--- src/rtl/risc_pkg.sv ---
// Shared definitions for the instruction fetch slice.
// Holds the datapath word width, the default reset PC and the fetch FSM
// state encoding used by fetch_unit and pc_register.
package risc_pkg;

  localparam int unsigned WORD_W = 32;

  localparam logic [WORD_W-1:0] RESET_PC_DEFAULT = 32'h0000_0000;

  typedef enum logic {
    FETCH = 1'b0,
    ISSUE = 1'b1
  } fetch_state_t;

endpackage

--- src/rtl/pc_register.sv ---
// Program counter register with increment / jump-load selection.
//
// Ports:
//   clk       - clock, rising edge
//   rst       - asynchronous active-high reset, loads RESET_PC
//   inc_en    - advance pc by PC_STEP (32-bit modulo)
//   load_en   - load pc from load_addr; wins over inc_en
//   load_addr - jump target
//   pc        - current program counter
module pc_register
  import risc_pkg::*;
#(
  parameter logic [WORD_W-1:0] RESET_PC = RESET_PC_DEFAULT,
  parameter int unsigned       PC_STEP  = 1
) (
  input  logic              clk,
  input  logic              rst,
  input  logic              inc_en,
  input  logic              load_en,
  input  logic [WORD_W-1:0] load_addr,
  output logic [WORD_W-1:0] pc
);

  always_ff @(posedge clk or posedge rst) begin
    if (rst) begin
      pc <= RESET_PC;
    end else if (load_en) begin
      pc <= load_addr;
    end else if (inc_en) begin
      pc <= pc + WORD_W'(PC_STEP);
    end
  end

endmodule

--- src/rtl/fetch_unit.sv ---
// Instruction fetch unit: requests one word at a time from instruction
// memory, registers it for the control decoder, holds it while downstream
// stalls and redirects the PC when the decoder flags a jump.
//
// Optional feature: define FETCH_PERF_CNT_EN to add the fetch_count output
// (number of consumed instructions, wraps at 2^32).
//
// Ports:
//   clk, rst               - clock / asynchronous active-high reset
//   imem_req, imem_addr    - memory read request and address (= pc)
//   imem_ack, imem_data    - memory data valid strobe and instruction word
//   instr, instr_valid,
//   instr_pc               - registered instruction, live flag, fetch address
//   stall                  - downstream cannot consume
//   jmp_flag, jmp_address  - decoder jump request and target
//   fetch_count            - consumed-instruction counter (FETCH_PERF_CNT_EN)
module fetch_unit
  import risc_pkg::*;
#(
  parameter logic [WORD_W-1:0] RESET_PC = RESET_PC_DEFAULT,
  parameter int unsigned       PC_STEP  = 1
) (
  input  logic              clk,
  input  logic              rst,
  output logic              imem_req,
  output logic [WORD_W-1:0] imem_addr,
  input  logic              imem_ack,
  input  logic [WORD_W-1:0] imem_data,
  output logic [WORD_W-1:0] instr,
  output logic              instr_valid,
  output logic [WORD_W-1:0] instr_pc,
  input  logic              stall,
  input  logic              jmp_flag,
  input  logic [WORD_W-1:0] jmp_address
`ifdef FETCH_PERF_CNT_EN
  ,
  output logic [WORD_W-1:0] fetch_count
`endif
);

  fetch_state_t      state;
  logic [WORD_W-1:0] pc;
  logic              accept;
  logic              consume;

  // imem_req is a registered output that is low in reset, so the first cycle
  // after release carries no request and a stale ack from an aborted fetch
  // cannot be captured. Only an ack against a live request is accepted.
  assign accept  = (state == FETCH) && imem_req && imem_ack;
  assign consume = (state == ISSUE) && !stall;

  pc_register #(
    .RESET_PC (RESET_PC),
    .PC_STEP  (PC_STEP)
  ) u_pc_register (
    .clk       (clk),
    .rst       (rst),
    .inc_en    (accept),
    .load_en   (consume && jmp_flag),
    .load_addr (jmp_address),
    .pc        (pc)
  );

  assign imem_addr = pc;

  always_ff @(posedge clk or posedge rst) begin
    if (rst) begin
      state       <= FETCH;
      imem_req    <= 1'b0;
      instr       <= '0;
      instr_pc    <= '0;
      instr_valid <= 1'b0;
    end else begin
      case (state)
        FETCH: begin
          if (accept) begin
            instr       <= imem_data;
            instr_pc    <= pc;
            instr_valid <= 1'b1;
            imem_req    <= 1'b0;
            state       <= ISSUE;
          end else begin
            imem_req    <= 1'b1;
          end
        end
        ISSUE: begin
          // imem_ack is ignored here; instr stays put until consumed.
          if (!stall) begin
            instr_valid <= 1'b0;
            imem_req    <= 1'b1;
            state       <= FETCH;
          end
        end
      endcase
    end
  end

`ifdef FETCH_PERF_CNT_EN
  always_ff @(posedge clk or posedge rst) begin
    if (rst) begin
      fetch_count <= '0;
    end else if (consume) begin
      fetch_count <= fetch_count + 1'b1;
    end
  end
`endif

endmodule

--- config.mk ---
export PLATFORM = sky130hd
export DESIGN_NAME = fetch_unit
export DESIGN_NICKNAME = d
export VERILOG_FILES = /design/src/rtl/risc_pkg.sv /design/src/rtl/pc_register.sv /design/src/rtl/fetch_unit.sv
export SDC_FILE = /design/constraint.sdc
export NUM_CORES = 1
export LEC_CHECK = 0
export CAP_MARGIN = 20
export CORE_AREA = 2 2 98 110
export DETAILED_ROUTE_END_ITERATION = 10
export DIE_AREA = 0 0 100 112
export PLACE_DENSITY = 0.87
export SYNTH_ARGS = -nofsm -noshare
export SYNTH_HDL_FRONTEND = slang
export SYNTH_SLANG_ARGS = --single-unit
--- constraint.sdc ---
create_clock -name clk -period 4.3 [get_ports clk]
set_input_delay 0.86 -clock clk [delete_from_list [all_inputs] [get_ports clk]]
set_output_delay 0.86 -clock clk [all_outputs]
set_load 0.05 [all_outputs]
== After elaboration in Yosys (flattened, before gate mapping) ==
Cells that the tools add are included.
Word-level totals
  register bits after elaboration: 99
  input bits: 69
  output and inout bits: 98
  word-level logic and storage cells: 29
Cells by class
  add/subtract/negate cells: 1
  equal/unequal tests: 2
  multiplexer cells: 11
  bitwise logic cells: 1
  reductions and logical operators: 8
Operators by type and width (count)
  32-bit 2-to-1 mux: 2
  32-bit by 1-bit adder with 32-bit output (second input constant): 1
  1-bit 2-to-1 mux: 6
  1-bit one-hot mux with 2 select lines: 3
  1-bit logical AND: 4
  2-bit != test (second input constant): 2
  2-bit AND reduction: 2
  2-bit nonzero test: 1
  1-bit zero test: 1
  1-bit inverter: 1

== Longest topological paths before layout ==
Gate-level depths: netlist of the first run.
  word-level depth: 5
  depth in mapped cells: 8
  mapped depth without buffers: 6

== Hierarchy ==
A second synthesis of the first run with hierarchy kept.
Unflattened totals
  cells, all modules: 360
  area total of the unflattened synthesis: 4495.6 sq um
Modules (own cells, without submodules)
  fetch_unit: times used 1, cells each 148, area an instance 2623.8 sq um, seq. area each 1676.6 sq um
  pc_register: times used 1, cells each 212, area an instance 1871.8 sq um, seq. area each 800.8 sq um

== Worst setup path before layout of the first run ==
No wires, ideal clock.
  path kind: input to register
  start: in imem_ack
  end: reg u_pc_register.pc[22]
  library setup time: 0.150 ns
  data arrival time: 1.847 ns
  data required time: 4.150 ns
  setup slack: 2.303 ns
  stages: 7
  path buffers: 2
  path through: and3b_1 buf_2 and2_1 buf_2 nand4_1 nand3_1 o211ai_1
Between the ends
  word-level cells in the longest chain between the ends: 2
Ends and longest elaborated chain
  from (decl): line fetch_unit.sv:27  | input logic imem_ack,
  1-bit logical AND: line fetch_unit.sv:49  | assign accept = (state == FETCH) && imem_req && imem_ack;
  2-bit nonzero test (no line)
  to (signal assigned): line pc_register.sv:28  | pc <= load_addr;
  to (signal assigned): line pc_register.sv:30  | pc <= pc + WORD_W'(PC_STEP);
  to (decl): line pc_register.sv:21  | output logic [WORD_W-1:0] pc
Every way passes these cells.
A chain may end at the register's enable or synchronous reset.

== Worst setup path after layout of the first run ==
  start: in imem_ack
  end: reg u_pc_register.pc[24]
Same word-level chain as after synthesis.

==> results by group, run 1 <==
CTS
  • Clock H-tree levels: 3
  • # Post-CTS Setup Buffers: 0
  • # hold bufs at CTS: 0
  • Clock sink count: 99
  • Worst-path clk slew: 60 ps
  • CTS tree: done
  • CTS Root Cell: clkbuf_16
  • Post-cts gate resize count: 0
  • Number of CTS-inserted buffers: 9
  • Worst-case clock buffer depth: 2
  • Clock Latency Late Sink: 340 ps

GRT
  • GRT Overall Usage: 22.6%
  • Initial antenna violation count: 0
  • Overflow after GRT: 0
  • First-pass GRT wire length: 20200 µm
  • Vias in the first global route: 4016
  • Pin count of the biggest net entering global routing: 77

Yosys
  • Syn_area_per_cell: 8.98 µm²
  • Post-synth ARST share: 100%
  • Seq cells post-synth: 99
  • Ys Warns: 0
  • Number of synthesized flops with an enable pin: 0
  • Distinct cells, synth: 41
  • Net Count, Synth: 555
  • Synth Cell Area: 0.00436 mm²
  • Dominant synthesized flop cell: dfrtp_1
  • Sequential share of the synthesized area: 56.9%
  • Gate Count Post-Synth: 485

Power
  • Worst ir drop on vdd: 0.566 mV
  • Leakage Power: 2.89 nW
  • Power Density: 907 mW/mm²

STA
  • Hold Vio Cnt, Final: 0
  • Fin crit share: 67.4%
  • Slew HR: 33.4%
  • Least-Margin Pin Slew: 995 ps
  • Worst Clk Skew: 7.13 ps
  • FMAX: 0.345 GHz
  • Max-slew violation count: 0
  • Final setup violation count: 0
  • RSZ-0062 raised after global routing: false
  • Setup TNS: 0 ps
  • Final min period: 2900 ps

Detailed routing
  • First drt pass iteration count: 4
  • Vias per std cell: 5.33
  • Wirelength per Cell: 16.1 µm
  • Met2 wire length: 6080 µm
  • Final wirelength: 12400 µm
  • Vias: 4095
  • Routed Antenna Nets: 0
  • Uppermost layer routed: met4
  • Met1 WL: 5220 µm
  • Met3 Routed Length: 855 µm
  • # DRC: 0
  • DRT iter0 DRCs: 269

Cells and area
  • Fraction of layout cells with a size suffix above 1: 4.34%
  • Final net count: 710
  • Antenna cells: 0
  • Design area: 0.00638 mm²
  • Most frequent cells in the layout: nand2_1 (215), clkdlybuf4s50_1 (166), dfrtp_1 (99), nand3_1 (17), nor2_1 (16)
  • Area delta synth->final: 46.4%
  • Most common cell after layout, fill and taps aside: nand2_1

Floorplanning
  • Core Footprint: 0.0101 mm²
  • Initial cell density of the core: 42.9%
  • Floorplan row count: 39
  • I/O Pins: 167
  • Die width: 100 µm
  • Die Area: 0.0112 mm²
  • Die Span Y: 112 µm

Critical path
  • Crit Path Class: input pin to register
  • Worst Setup End Kind: register
  • Crit start category: input pin
  • Critical path arrival: 3170 ps
  • Critical path required time: 4570 ps
  • Largest fanout on the critical path: 34

Place
  • Post-place instance area: 0.00609 mm²
  • HPWL Detailed: 8640 µm
  • Port Buffer Count: 166
  • Final RePlAce weighted congestion: 0.805

Hold path
  • HP Class: register to register

Job
  • MaxCap Viol Count: 0

Outcome
  • Outcome: completed
[metal layers]
layer / track usage [%] / vias up
li1: - / 1933
met1: 30.0 / 1989
met2: 35.9 / 154
met3: 5.27 / 19
met4: 8.95 / 0
met5: 0 / -
[cell families after synthesis]
| group | synth area share (%) |
|---|---|
| AND/OR/NAND/NOR | 30.1 |
| flip-flops | 56.9 |
| AO/OA/AOI/OAI | 7.73 |
| buffers and inverters | 2.99 |
| XOR/XNOR | 1.81 |
| multiplexers | 0.230 |
| adder cells (fa/ha/maj) | 0.287 |
[critical path: stages]
cell and delay [ps]:
clkdlybuf4s50_1 480, and3b_2 570, and2_1 550, nand3_2 160, or4_1 430, nand3_1 100
[power breakdown]
part	internal (W)	total [W]	leakage [nW]	switching [W]
Sequential	0.00136	0.00178	1.21	0.000413
Clock	0.000422	0.000759	0.135	0.000337
Combinational	0.00104	0.00325	1.54	0.00221
[sequential cells by signal (all words and copies together) (netlist names)]
name and count:
instr 32, instr_valid 1, state 1, imem_req 1
instr_pc 32, u_pc_register.pc 32
[per-stage QoR]
step / setup WS, ps / hold slack (ps) / std cells / utilization (%) / power (W)
final: 1400 / 476 / 768 / 62.8 / 0.00579
after global routing: 1280 / 500 / 768 / 62.8 / 0.00608
after CTS: 1400 / 478 / 768 / 62.8 / 0.00582
after detailed placement: 1030 / 462 / 752 / 60.0 / 0.00504
after global placement: 1080 / 456 / 752 / 60.0 / 0.00496
after floorplan: 850 / 515 / 485 / - / 0.00384
[Yosys cell counts (4+ instances only)]
cell      number  area (µm²)
a211oi_1       6        45.0
a21oi_1        4        20.0
a311oi_1       4        35.0
and2_1         9        56.3
and3_1         7        43.8
buf_1          5        18.8
buf_2          5        25.0
clkbuf_1      14        52.6
dfrtp_1       99        2480
nand2_1      215         807
nand3_1       17        85.1
nand4_1       13        81.3
nor2_1        16        60.1
nor3_1         5        25.0
o211ai_1       8        60.1
o21ai_0       10        50.1
xor2_1         9        78.8
[final timing paths]
kind                           start                    to  slack (ps)  depth (start not counted)
setup / recovery            imem_ack  u_pc_register.pc[24]        1400                          6
hold / removal             instr[23]             instr[23]         480                          2
setup reg to reg               state  u_pc_register.pc[24]        1930                          5
hold reg to reg            instr[23]             instr[23]         480                          2
max in group asynchronous        rst           instr_pc[2]        2310                          3
min in group asynchronous        rst             instr[16]        1090                          2
[area by class of cell]
| cell class | instances | area, µm² |
|---|---|---|
| repair buffers | 171 | 1700 |
| clock inverters | 4 | 25.0 |
| fillers | 844 | 3770 |
| clock buffers | 12 | 256 |
| well taps | 123 | 154 |
| flip-flops and latches | 99 | 2480 |
| inverters | 2 | 10.0 |
| multi-input cells | 357 | 1750 |
Note: power is estimated with default switching activity, not from simulation.
==> run 2: changes to the inputs <==
- CORE_AREA: 2 2 98 110 -> 2 2 103 115
- DIE_AREA: 0 0 100 112 -> 0 0 105 117
- PLACE_DENSITY: 0.87 -> 0.84
- clock period: 4.3 -> 2.5 ns (I/O delays scaled with it)
==> run 2 against run 1 <==
Compared with the run above:
- clock power up 70%
- worst hold slack worse by 2.7 ps
- first-iteration DRC count up 12%
- critical path depth down 5
- register-to-register slack worse by 1500 ps
- largest cell class unchanged
- utilization down 4.6 points
- final area up 2.1%
- clock skew down 0.84 ps
- non-clock buffer count up 9
==> results by group, run 2 (synthesis gave the netlist of run 1 again) <==
Cells and area
  • Fraction of layout cells with a size suffix above 1: 5.50% (+1.2 points)
  • Multi-input gate area: 0.00175 mm² (unchanged)
  • Design area: 0.00651 mm² (+2.1%)
  • Antenna cells: 0 (unchanged)
  • Area delta synth->final: 49.4%
  • Filler Cell Count: 991 (+17%)
  • Biggest regs: instr: 32 flops, instr_pc: 32 flops, u_pc_register.pc: 32 flops
  • Storage element area: 0.00248 mm² (unchanged)
  • Final net count: 719 (+1.3%)
  • Most frequent cells in the layout: nand2_1 (215), clkdlybuf4s50_1 (166), dfrtp_1 (99), nand3_1 (17), nor2_1 (16)
  • Most common cell after layout, fill and taps aside: nand2_1

GRT
  • Vias in the first global route: 3921 (-2.4%)
  • Overflow after GRT: 0 (unchanged)
  • GRT Overall Usage: 20.9% (-1.7 points)
  • First-pass GRT wire length: 20300 µm (+0.51%)
  • Initial antenna violation count: 0 (unchanged)
  • Pin count of the biggest net entering global routing: 72 (-6.5%)

Critical path
  • WP buf/inv: 1 (unchanged)
  • Largest fanout on the critical path: 9 (-74%)
  • Largest delay share family, worst path: buffers and inverters
  • Worst flop-to-flop path startpoint: u_pc_register.pc[3]
  • Worst Setup End Kind: output pin
  • Slowest-stage cell, CP: clkdlybuf4s50_1
  • Critical path required time: 2000 ps (-2570 ps)
  • Crit start category: register
  • Critical path arrival: 1720 ps (-1450 ps)
  • Crit Path Class: register to output pin
  • Crit-path max cell delay: 870 ps (+300 ps)
  • CP startpoint: u_pc_register.pc[3]
  • CP Cell Sequence: clkdlybuf4s50_1

STA
  • RSZ-0062 raised after global routing: false
  • Slew HR: 56.8% (+23 points)
  • Final min period: 2220 ps
  • Max-slew violation count: 0 (unchanged)
  • Worst Clk Skew: 6.29 ps (-0.838 ps)
  • Hold Worst Slack: 473 ps (-2.69 ps)
  • FMAX: 0.450 GHz
  • Final setup violation count: 0 (unchanged)
  • Least-Margin Pin Slew: 646 ps (-349 ps)
  • Hold Vio Cnt, Final: 0 (unchanged)
  • Fin crit share: 88.9%
  • Setup TNS: 0 ps (unchanged)

Floorplanning
  • Die width: 105 µm (+5.0%)
  • Floorplan row count: 41 (+5.1%)
  • I/O Pins: 167 (unchanged)
  • Initial cell density of the core: 38.9% (-4.0 points)
  • Die Area: 0.0123 mm² (+9.7%)
  • Die Span Y: 117 µm (+4.5%)
  • Core Footprint: 0.0112 mm² (+10%)

CTS
  • Clock sink count: 99 (unchanged)
  • CTS tree: done
  • Post-cts gate resize count: 0 (unchanged)
  • Number of CTS-inserted buffers: 9 (unchanged)
  • Clock H-tree levels: 3 (unchanged)
  • CTS Root Cell: clkbuf_16
  • # Post-CTS Setup Buffers: 0 (unchanged)
  • Worst-path clk slew: 70 ps (about the same)
  • Worst-case clock buffer depth: 2 (unchanged)
  • # hold bufs at CTS: 0 (unchanged)
  • Clock Latency Late Sink: 340 ps (about the same)

Place
  • HPWL Detailed: 9130 µm (+5.6%)
  • Post-place instance area: 0.00623 mm² (+2.3%)
  • Final RePlAce weighted congestion: 0.811 (+0.86%)
  • Port Buffer Count: 166 (unchanged)

Hold path
  • Hold path start: instr[7]
  • HP Class: register to register

Power
  • Sw power: 0.00511 W (+73%)
  • Clock group share of total power: 12.9% (-0.2 points)
  • Switching share of power: 51.2% (+0.056 points)
  • Sequential power share: 30.7% (about the same)
  • Combinational group share of total power: 56.4% (+0.2 points)
  • Leakage Power: 2.94 nW (+1.8%)
  • Pint: 0.00487 W (+72%)
  • Power Density: 1530 mW/mm² (+69%)
  • Worst ir drop on vdd: 0.753 mV (+33%)

Detailed routing
  • Routed Antenna Nets: 0 (unchanged)
  • Vias: 4167 (+1.8%)
  • Vias per std cell: 5.18 (-2.8%)
  • # DRC: 0 (unchanged)
  • Wirelength per Cell: 16.1 µm (-0.24%)
  • First drt pass iteration count: 5 (+1)
  • DRT iter0 DRCs: 301 (+12%)
  • Final wirelength: 13000 µm (+4.4%)

Job
  • MaxCap Viol Count: 0 (unchanged)

Outcome
  • Outcome: completed
[run 2: final cells by class]
class,count,share of cell area (%)
clock inverters,4,0.404
flip-flops and latches,99,38.1
multi-input cells,357,27.0
repair buffers,180,27.7
well taps,150,2.88
inverters,2,0.173
clock buffers,12,3.79
[run 2: metrics by stage]
step           utilization, %  total power (W)  std cells  setup WS [ps]
2_1_floorplan               -          0.00661        485            505
3_3_place_gp             55.8          0.00858        788            317
3_5_place_dp             55.8          0.00871        788            264
4_1_cts                  58.2           0.0100        804            286
5_1_grt                  58.2           0.0105        804            241
6_report                 58.2          0.00998        804            278
[run 2: worst paths after layout]
path | end | slack, ps | cells after the start
worst max-delay path | imem_addr[3] | 280 | 1
worst min-delay path | instr[7] | 470 | 2
max in group asynchronous | instr_pc[21] | 1260 | 3
worst min register to register | instr[7] | 470 | 2
min in group asynchronous | instr_pc[5] | 630 | 2
worst max register to register | u_pc_register.pc[24] | 400 | 5
[run 2: power groups by stage]
stage	registers (W)	clock network (W)	logic (W)
finish	0.00306	0.00129	0.00563
detailed placement	0.00306	0	0.00565
floorplan	0.00549	0	0.00111
global placement	0.00303	0	0.00555
global route	0.00317	0.00138	0.00592
CTS	0.00305	0.00132	0.00567
[run 2: per-layer routing]
metal | share of wire [%] | wire length [µm] | global-route usage (%)
met1 | 42 | 5430 | 26.9
met2 | 50 | 6420 | 35.4
met3 | 6.6 | 854 | 4.76
met4 | 1.9 | 248 | 6.84
met5 | 0 | 0 | 0
